## src/rtl/spi_shift_engine.sv

```systemverilog
// SPI master shift engine: serializes one DW-bit word on mosi and captures DW bits
// from miso, paced by the sampling/update strobes of an upstream rate generator.
module spi_shift_engine #(
    parameter int DW        = 8,
    parameter bit LSB_FIRST = 1'b0
) (
    input  logic                      clk,
    input  logic                      rst,
    input  logic                      start,
    input  logic [DW-1:0]             tx_data,
    output logic [DW-1:0]             rx_data,
    output logic                      busy,
    output logic                      done,
    output logic                      rate_en,
    input  logic                      clk_out,
    input  logic                      sampling,
    input  logic                      update,
    output logic                      sclk,
    output logic                      mosi,
    input  logic                      miso,
    output logic                      cs_n,
    output logic [1:0]                dbg_state,
    output logic [$clog2(DW+1)-1:0]   dbg_bit_cnt
);

    localparam int CW = $clog2(DW + 1);

    typedef enum logic [1:0] {
        S_IDLE = 2'd0,
        S_XFER = 2'd1,
        S_DONE = 2'd2
    } state_t;

    state_t        r_state;
    state_t        w_next;
    logic [DW-1:0] r_tx_sh;
    logic [DW-1:0] r_rx_sh;
    logic [DW-1:0] r_rx_data;
    logic [CW-1:0] r_bit_cnt;
    logic          r_busy;
    logic          r_done;
    logic          r_rate_en;
    logic          r_mosi;
    logic          r_cs_n;

    logic          w_accept;
    logic          w_sample;
    logic          w_shift;
    logic          w_finish;
    logic          w_first_bit;
    logic          w_next_bit;
    logic [DW-1:0] w_tx_shifted;
    logic [DW-1:0] w_rx_shifted;

    // All strobe decisions use the pre-edge bit count. Sampling is refused once
    // DW bits are in, so a strobe coinciding with the trailing update cannot
    // push a stray bit into the receive shifter.
    assign w_accept = (r_state == S_IDLE) && start;
    assign w_sample = (r_state == S_XFER) && sampling && (r_bit_cnt < CW'(DW));
    assign w_shift  = (r_state == S_XFER) && update && (r_bit_cnt != '0)
                      && (r_bit_cnt < CW'(DW));
    assign w_finish = (r_state == S_XFER) && update && (r_bit_cnt == CW'(DW));

    assign w_first_bit  = LSB_FIRST ? tx_data[0] : tx_data[DW-1];
    assign w_next_bit   = LSB_FIRST ? r_tx_sh[1] : r_tx_sh[DW-2];
    assign w_tx_shifted = LSB_FIRST ? (r_tx_sh >> 1) : (r_tx_sh << 1);
    assign w_rx_shifted = LSB_FIRST ? {miso, r_rx_sh[DW-1:1]}
                                    : {r_rx_sh[DW-2:0], miso};

    always_comb begin
        w_next = r_state;
        case (r_state)
            S_IDLE:  if (start)    w_next = S_XFER;
            S_XFER:  if (w_finish) w_next = S_DONE;
            S_DONE:  w_next = S_IDLE;
            default: w_next = S_IDLE;
        endcase
    end

    always_ff @(posedge clk or posedge rst) begin
        if (rst) begin
            r_state <= S_IDLE;
        end else begin
            r_state <= w_next;
        end
    end

    // Status outputs are registered from the next state so they change on the
    // same edge as the state they describe.
    always_ff @(posedge clk or posedge rst) begin
        if (rst) begin
            r_tx_sh   <= '0;
            r_rx_sh   <= '0;
            r_rx_data <= '0;
            r_bit_cnt <= '0;
            r_busy    <= 1'b0;
            r_done    <= 1'b0;
            r_rate_en <= 1'b0;
            r_mosi    <= 1'b0;
            r_cs_n    <= 1'b1;
        end else begin
            r_busy    <= (w_next != S_IDLE);
            r_rate_en <= (w_next == S_XFER);
            r_cs_n    <= (w_next != S_XFER);
            r_done    <= (w_next == S_DONE);
            if (w_accept) begin
                r_tx_sh   <= tx_data;
                r_mosi    <= w_first_bit;
                r_bit_cnt <= '0;
            end
            if (w_sample) begin
                r_rx_sh   <= w_rx_shifted;
                r_bit_cnt <= r_bit_cnt + CW'(1);
            end
            if (w_shift) begin
                r_tx_sh <= w_tx_shifted;
                r_mosi  <= w_next_bit;
            end
            if (w_finish) begin
                r_rx_data <= r_rx_sh;
                r_mosi    <= 1'b0;
            end
        end
    end

    assign sclk        = (r_state == S_XFER) & clk_out;
    assign rx_data     = r_rx_data;
    assign busy        = r_busy;
    assign done        = r_done;
    assign rate_en     = r_rate_en;
    assign mosi        = r_mosi;
    assign cs_n        = r_cs_n;
    assign dbg_state   = r_state;
    assign dbg_bit_cnt = r_bit_cnt;

endmodule
```

## config.mk

```make
export PLATFORM = sky130hd
export DESIGN_NAME = spi_shift_engine
export DESIGN_NICKNAME = d
export VERILOG_FILES = /design/src/rtl/spi_shift_engine.sv
export SDC_FILE = /design/constraint.sdc
export NUM_CORES = 1
export LEC_CHECK = 0
export CORE_MARGIN = 8
export CORE_UTILIZATION = 48
export DETAILED_ROUTE_END_ITERATION = 6
export PLACE_DENSITY_LB_ADDON = 0.25
export SETUP_SLACK_MARGIN = 0.2
export SYNTH_ARGS = -nofsm -noshare
export SYNTH_HDL_FRONTEND = slang
export SYNTH_SLANG_ARGS = --single-unit
```

## constraint.sdc

```tcl
create_clock -name clk -period 2.25 [get_ports clk]
set_clock_uncertainty 0.05 [all_clocks]
set_input_delay 0.45 -clock clk [delete_from_list [all_inputs] [get_ports clk]]
set_output_delay 0.45 -clock clk [all_outputs]
set_load 0.02 [all_outputs]
```

## Word level (Yosys, flattened, before mapping)

Index checks and enable logic that the tools add are counted.
W data, S select, Z words.

| word-level totals | value |
|---|---|
| flip-flop bits (word level) | 34 |
| input port bits | 15 |
| output and inout port bits | 20 |
| logic and storage cells | 41 |

| cells by class | value |
|---|---|
| $add $sub $neg | 1 |
| order comparisons | 1 |
| equal/unequal tests | 5 |
| multiplexer cells | 10 |
| bitwise logic cells | 1 |
| reduce and logical (&&, ||, !) cells | 13 |

Operators by type and width:

| cell | count |
|---|---|
| $mux W7 | 2 |
| $mux W4 | 2 |
| $logic_and A1 B1 Y1 | 7 |
| $reduce_bool A2 Y1 | 3 |
| $add A4 B1 Y4 const B | 1 |
| $eq A2 B1 Y1 const B | 2 |
| $eq A4 B4 Y1 const B | 1 |
| $lt A4 B4 Y1 const B | 1 |
| $mux W2 | 2 |
| $pmux W2 S2 | 1 |
| $reduce_bool A4 Y1 | 1 |
| $mux W1 | 3 |
| $reduce_bool A3 Y1 | 1 |
| $eq A2 B2 Y1 const B | 1 |
| $logic_not A2 Y1 | 1 |
| $ne A2 B1 Y1 const B | 1 |
| $and A1 B1 Y1 | 1 |

## Logic depth before layout (Yosys ltp)

Gate-level depths: netlist of the first run.

| logic depth | value |
|---|---|
| depth in word-level cells | 6 |
| mapped depth | 6 |
| gate-level depth less buffers | 5 |

## Worst setup path before layout of the first run

No wires, ideal clock.

| timing path | value |
|---|---|
| kind | reg2reg |
| from | register r_bit_cnt[0], in the netlist dbg_bit_cnt[0] |
| to | register r_rx_data[0], in the netlist rx_data[0] |
| setup time | 125 ps |
| arrival time | 1497 ps |
| required time | 2075 ps |
| setup slack | 578 ps |
| cell stages (with the launch flop) | 7 |
| path buffers | 1 |
| period minus slack after synthesis | 1672 ps |
| cells stage by stage | dfrtp_1 inv_1 ha_1 nand2b_1 nor3_4 buf_6 mux2_4 |

| on the way | value |
|---|---|
| longest elaborated chain between the ends | 2 |

Ends and longest elaborated chain:

| element | RTL line | text |
|---|---|---|
| start, declared | 39 | `logic [CW-1:0] r_bit_cnt;` |
| start signal, assigned | 113 | `r_bit_cnt <= r_bit_cnt + CW'(1);` |
| $eq A4 B4 Y1 | 62 | `assign w_finish = (r_state == S_XFER) && update && (r_bit_cnt == CW'(DW));` |
| $logic_and A1 B1 Y1 | 62 |  |
| end signal, assigned | 120 | `r_rx_data <= r_rx_sh;` |
| end, declared | 38 | `logic [DW-1:0] r_rx_data;` |

Every way passes these cells.
A chain may end at the register's enable or synchronous reset.

## Worst setup path in the final report of the first run

| timing path | value |
|---|---|
| from | register r_cs_n, in the netlist cs_n |
| to | output port cs_n |

RTL lines:

| element | RTL line | text |
|---|---|---|
| start, declared | 44 | `logic r_cs_n;` |
| start signal, assigned | 104 | `r_cs_n <= (w_next != S_XFER);` |
| end, declared | 21 | `output logic cs_n,` |

No word-level cell between the ends.

==> results of run 1 <==
==> through the flow <==
step | setup WS [ns] | hold slack, ns | power [mW]
final | 0.304 | 0.445 | 2.62
after CTS | 0.204 | 0.444 | 2.67
after global routing | 0.266 | 0.489 | 2.79
after global placement | 0.103 | 0.438 | 2.27
after detailed placement | 0.0681 | 0.450 | 2.30
after floorplan | 0.578 | 0.427 | 1.84
==> registers in the layout (all words and copies together) (netlist names), 2 cells and up <==
name / flops
dbg_bit_cnt: 4
dbg_state: 2
r_rx_sh: 8
r_tx_sh: 7
rx_data: 8
==> routing by layer <==
metal / wire (um) / up-vias
met2: 1380 / 26
met4: 60 / 0
met3: 256 / 5
met5: 0 / -
met1: 1070 / 465
li1: - / 448
==> cells by family (layout without fill, tap and decap cells) <==
family                   count (synthesis)  in the layout  share of synthesized area, %
AO/OA/AOI/OAI                           10             10                          6.39
adder cells (fa/ha/maj)                  2              2                          1.70
buffers and inverters                    7             50                          3.07
flip-flops                              34             34                          58.1
multiplexers                            21             21                          17.1
AND/OR/NAND/NOR                         27             27                          13.6
==> Yosys cell counts, types with 2 or more instances <==
cell                        n
sky130_fd_sc_hd__dfrtp_1   33
sky130_fd_sc_hd__mux2_2    13
sky130_fd_sc_hd__a221o_1    6
sky130_fd_sc_hd__and2_1     6
sky130_fd_sc_hd__mux2_4     5
sky130_fd_sc_hd__inv_1      4
sky130_fd_sc_hd__nor2_1     4
sky130_fd_sc_hd__mux2i_1    3
sky130_fd_sc_hd__nor3_1     3
sky130_fd_sc_hd__and3b_1    2
sky130_fd_sc_hd__buf_6      2
sky130_fd_sc_hd__ha_1       2
sky130_fd_sc_hd__nand2b_1   2
==> worst max path at each step <==
stage / from / endpoint / slack (ns)
global route: dbg_state[1] / dbg_state[1] / 0.27
floorplan: dbg_bit_cnt[0] / rx_data[0] / 0.58
finish: cs_n / cs_n / 0.30
detailed placement: clk_out / sclk / 0.07
global placement: clk_out / sclk / 0.10
CTS: dbg_state[1] / dbg_state[1] / 0.20
==> final cells by class <==
class | instances | area (um2)
clock buffer | 6 | 51.3
clock inverter | 2 | 12.5
fill | 252 | 1060
inverter | 4 | 15.0
multi-input combinational | 60 | 571
sequential | 34 | 855
tap | 33 | 41.3
timing repair buffer | 38 | 369
==> power breakdown <==
part	internal, mW	switching [mW]
logic	0.651	0.537
clock network	0.150	0.204
registers	0.885	0.196
==> what timing repair did <==
item	CTS	global route
setup endpoints to repair	1	2
hold buffers	0	0
gates cloned	0	0
resized for setup	1	2
==> cells in the final DEF (no fill, tap or decap), drive strengths merged <==
cell / Yosys / routed
a211oi: 1 / 1
a221o: 6 / 6
a22o: 1 / 1
a31oi: 1 / 1
and2: 6 / 6
and3b: 2 / 2
and4bb: 1 / 1
buf: 3 / 4
clkbuf: 0 / 6
clkdlybuf4s50: 0 / 33
clkinv: 0 / 1
clkinvlp: 0 / 1
dfrtp: 33 / 33
dfstp: 1 / 1
dlygate4sd2: 0 / 1
ha: 2 / 2
inv: 4 / 4
mux2: 18 / 18
mux2i: 3 / 3
nand2: 1 / 1
nand2b: 2 / 2
nand3: 1 / 1
nand3b: 1 / 1
nand4: 1 / 1
nor2: 4 / 4
nor2b: 1 / 1
nor3: 5 / 5
nor3b: 1 / 1
nor4: 1 / 1
o21ai: 1 / 1
==> out/qor.txt, run 1 <==
OUTCOME
----------------------------------------------------------------------------------------
Run status                                                                     completed

WORST SETUP PATH
----------------------------------------------------------------------------------------
Reg-to-Reg Start                                                            dbg_bit_cnt[0]
Cells traversed along the worst timing path                                 clkdlybuf4s50_1
Largest stage delay, worst path                                                  0.59 ns
Required time of the critical path                                               1.75 ns
Worst path buffer plus inverter count                                                  1
Startpoint type of the worst setup path                                        flip-flop
Highest net fanout along the worst path                                                1
End of the worst register-to-register path                                    rx_data[6]
Sort of element at the end of the critical path                             primary output
Arr. time, crit path                                                             1.45 ns
Slowest cell on the critical path                                           sky130_fd_sc_hd__clkdlybuf4s50_1
Cell family with the largest share of critical-path delay                   buffers and inverters
Path type of the worst setup path                                                reg2out
Number of stages on the worst setup path                                               1
Worst Reg-to-Reg Cells                                                                 6
Register-to-register setup slack                                                 0.58 ns

FLOORPLAN
----------------------------------------------------------------------------------------
Total number of placement rows                                                        20
Vertical die dimension                                                           71.3 um
Area inside the core boundary                                                0.00298 mm2
Number of primary I/O pins                                                            35
Die Wd                                                                           71.3 um
Total die area                                                               0.00508 mm2
Effective utilization at floorplan                                                 49.3%

FINAL LAYOUT
----------------------------------------------------------------------------------------
Post-route standard cell area excluding fillers                              0.00191 mm2
Share of final-layout standard cells stronger than drive strength 1                27.1%
Final Instance Count excl. Fillers                                                   177
Area delta synth->final                                                            30.4%
Fin nets                                                                             160
Share of the core filled with cells                                                64.3%
# diodes                                                                               0

SYNTH
----------------------------------------------------------------------------------------
Share of synthesized area occupied by flip-flops and latches                       58.1%
Top post-synthesis cells by area                                            sky130_fd_sc_hd__dfrtp_1 56%, sky130_fd_sc_hd__mux2_2 10%, sky130_fd_sc_hd__mux2_4 5.1%, sky130_fd_sc_hd__a221o_1 4.1%, sky130_fd_sc_hd__and2_1 2.6%
Number of nets in the synthesized netlist                                            118
Number of unique standard cell types used by synthesis                                29
Yosys synthesis warning count                                                          0
Biggest area consumer among synthesized cells                               sky130_fd_sc_hd__dfrtp_1
Area fraction of the dominant cell type after synthesis                            56.3%
Cell area after synthesis                                                    0.00147 mm2
Async set-or-reset flop fraction in the synthesized netlist                         100%
Prevailing post-synth register cell                                         sky130_fd_sc_hd__dfrtp_1
Number of cells produced by synthesis                                                101
FF+latch count, synth                                                                 34
Number of flops mapped to enable cells by yosys                                        0
Mean post-synth cell area                                                       14.5 um2

TIMING
----------------------------------------------------------------------------------------
Setup_tns                                                                           0 ns
Worst slew margin relative to its limit                                            69.3%
Top achievable clock speed                                                       514 MHz
Final setup violating endpoints                                                        0
Tightest Pin Transition                                                         0.458 ns
Portion of the clock cycle consumed by the worst path in the final layout          86.5%
Final hold violations                                                                  0
Setup repair after global routing missed its margin                                false
Max-slew violation count                                                               0
Period minus WS final                                                            1.95 ns

PLACEMENT
----------------------------------------------------------------------------------------
Cell Area, Placed                                                            0.00185 mm2
Sum of net half-perimeters after detailed placement                              1970 um
Input/output buffers                                                                  34
Cells after DPL                                                                      169
Routability Congestion                                                             0.702

GRT
----------------------------------------------------------------------------------------
Fraction of met3 tracks used by global routing                                     6.97%
Pin count of the biggest net entering global routing                                  35
Met1 routing resource usage after global routing                                   11.6%
Met2 Track Usage GR                                                                20.6%
Most Used Layer, Global Route                                                       met2
Grt ovf                                                                                0
Via count of the first global-routing pass                                          1063
Global router's overall resource usage                                             12.3%
Number of antenna violations at the first check in global routing                      0
Wire length of the first global-routing pass                                     4790 um

POWER
----------------------------------------------------------------------------------------
Power per unit of standard cell area                                         1370 mW/mm2
Cell leakage power                                                              0.837 nW
Worst VDD drop                                                                    746 uV

DETAILED ROUTING
----------------------------------------------------------------------------------------
Starting DRT DRC Count                                                                37
Total wirelength of the detailed-routed design                                   2770 um
Via count                                                                            944
Via count normalized by instance count                                              5.33
First-pass DRT Iterations                                                              4
Final ANT Viol Nets                                                                    0
Per-cell routed wire length                                                      15.7 um
Number of remaining DRC errors                                                         0

CLOCKING
----------------------------------------------------------------------------------------
Max clock buf depth                                                                    2
Total number of H-tree levels                                                          2
TritonCTS buffer count                                                                 5
Cell chosen for the clock root                                              sky130_fd_sc_hd__clkbuf_4
Total number of clock tree sinks                                                      34
Clock insertion delay at the later pin of the skew report                        0.34 ns
CTS clock-pin slew for the worst setup and hold paths                            0.10 ns
Post-CTS Setup Bufs                                                                    0
Clock tree from TritonCTS                                                            yes

MIN PATH
----------------------------------------------------------------------------------------
Hold/Removal Path Class                                                         in2async

FLOW RUN
----------------------------------------------------------------------------------------
Number of violations of the max-capacitance limit                                      0

(Power assumes the default switching activity.)
==> inputs of run 2 (changes only) <==
- TNS_END_PERCENT: not set -> 100
==> results of run 2 <==
No change in the layout: final DEF, timing and power equal those of run 1.
==> inputs of run 3 (changes only) <==
- HOLD_SLACK_MARGIN: not set -> 0.15
- TNS_END_PERCENT: 100 -> not set
==> results of run 3 <==
No change in the layout: final DEF, timing and power equal those of run 1.
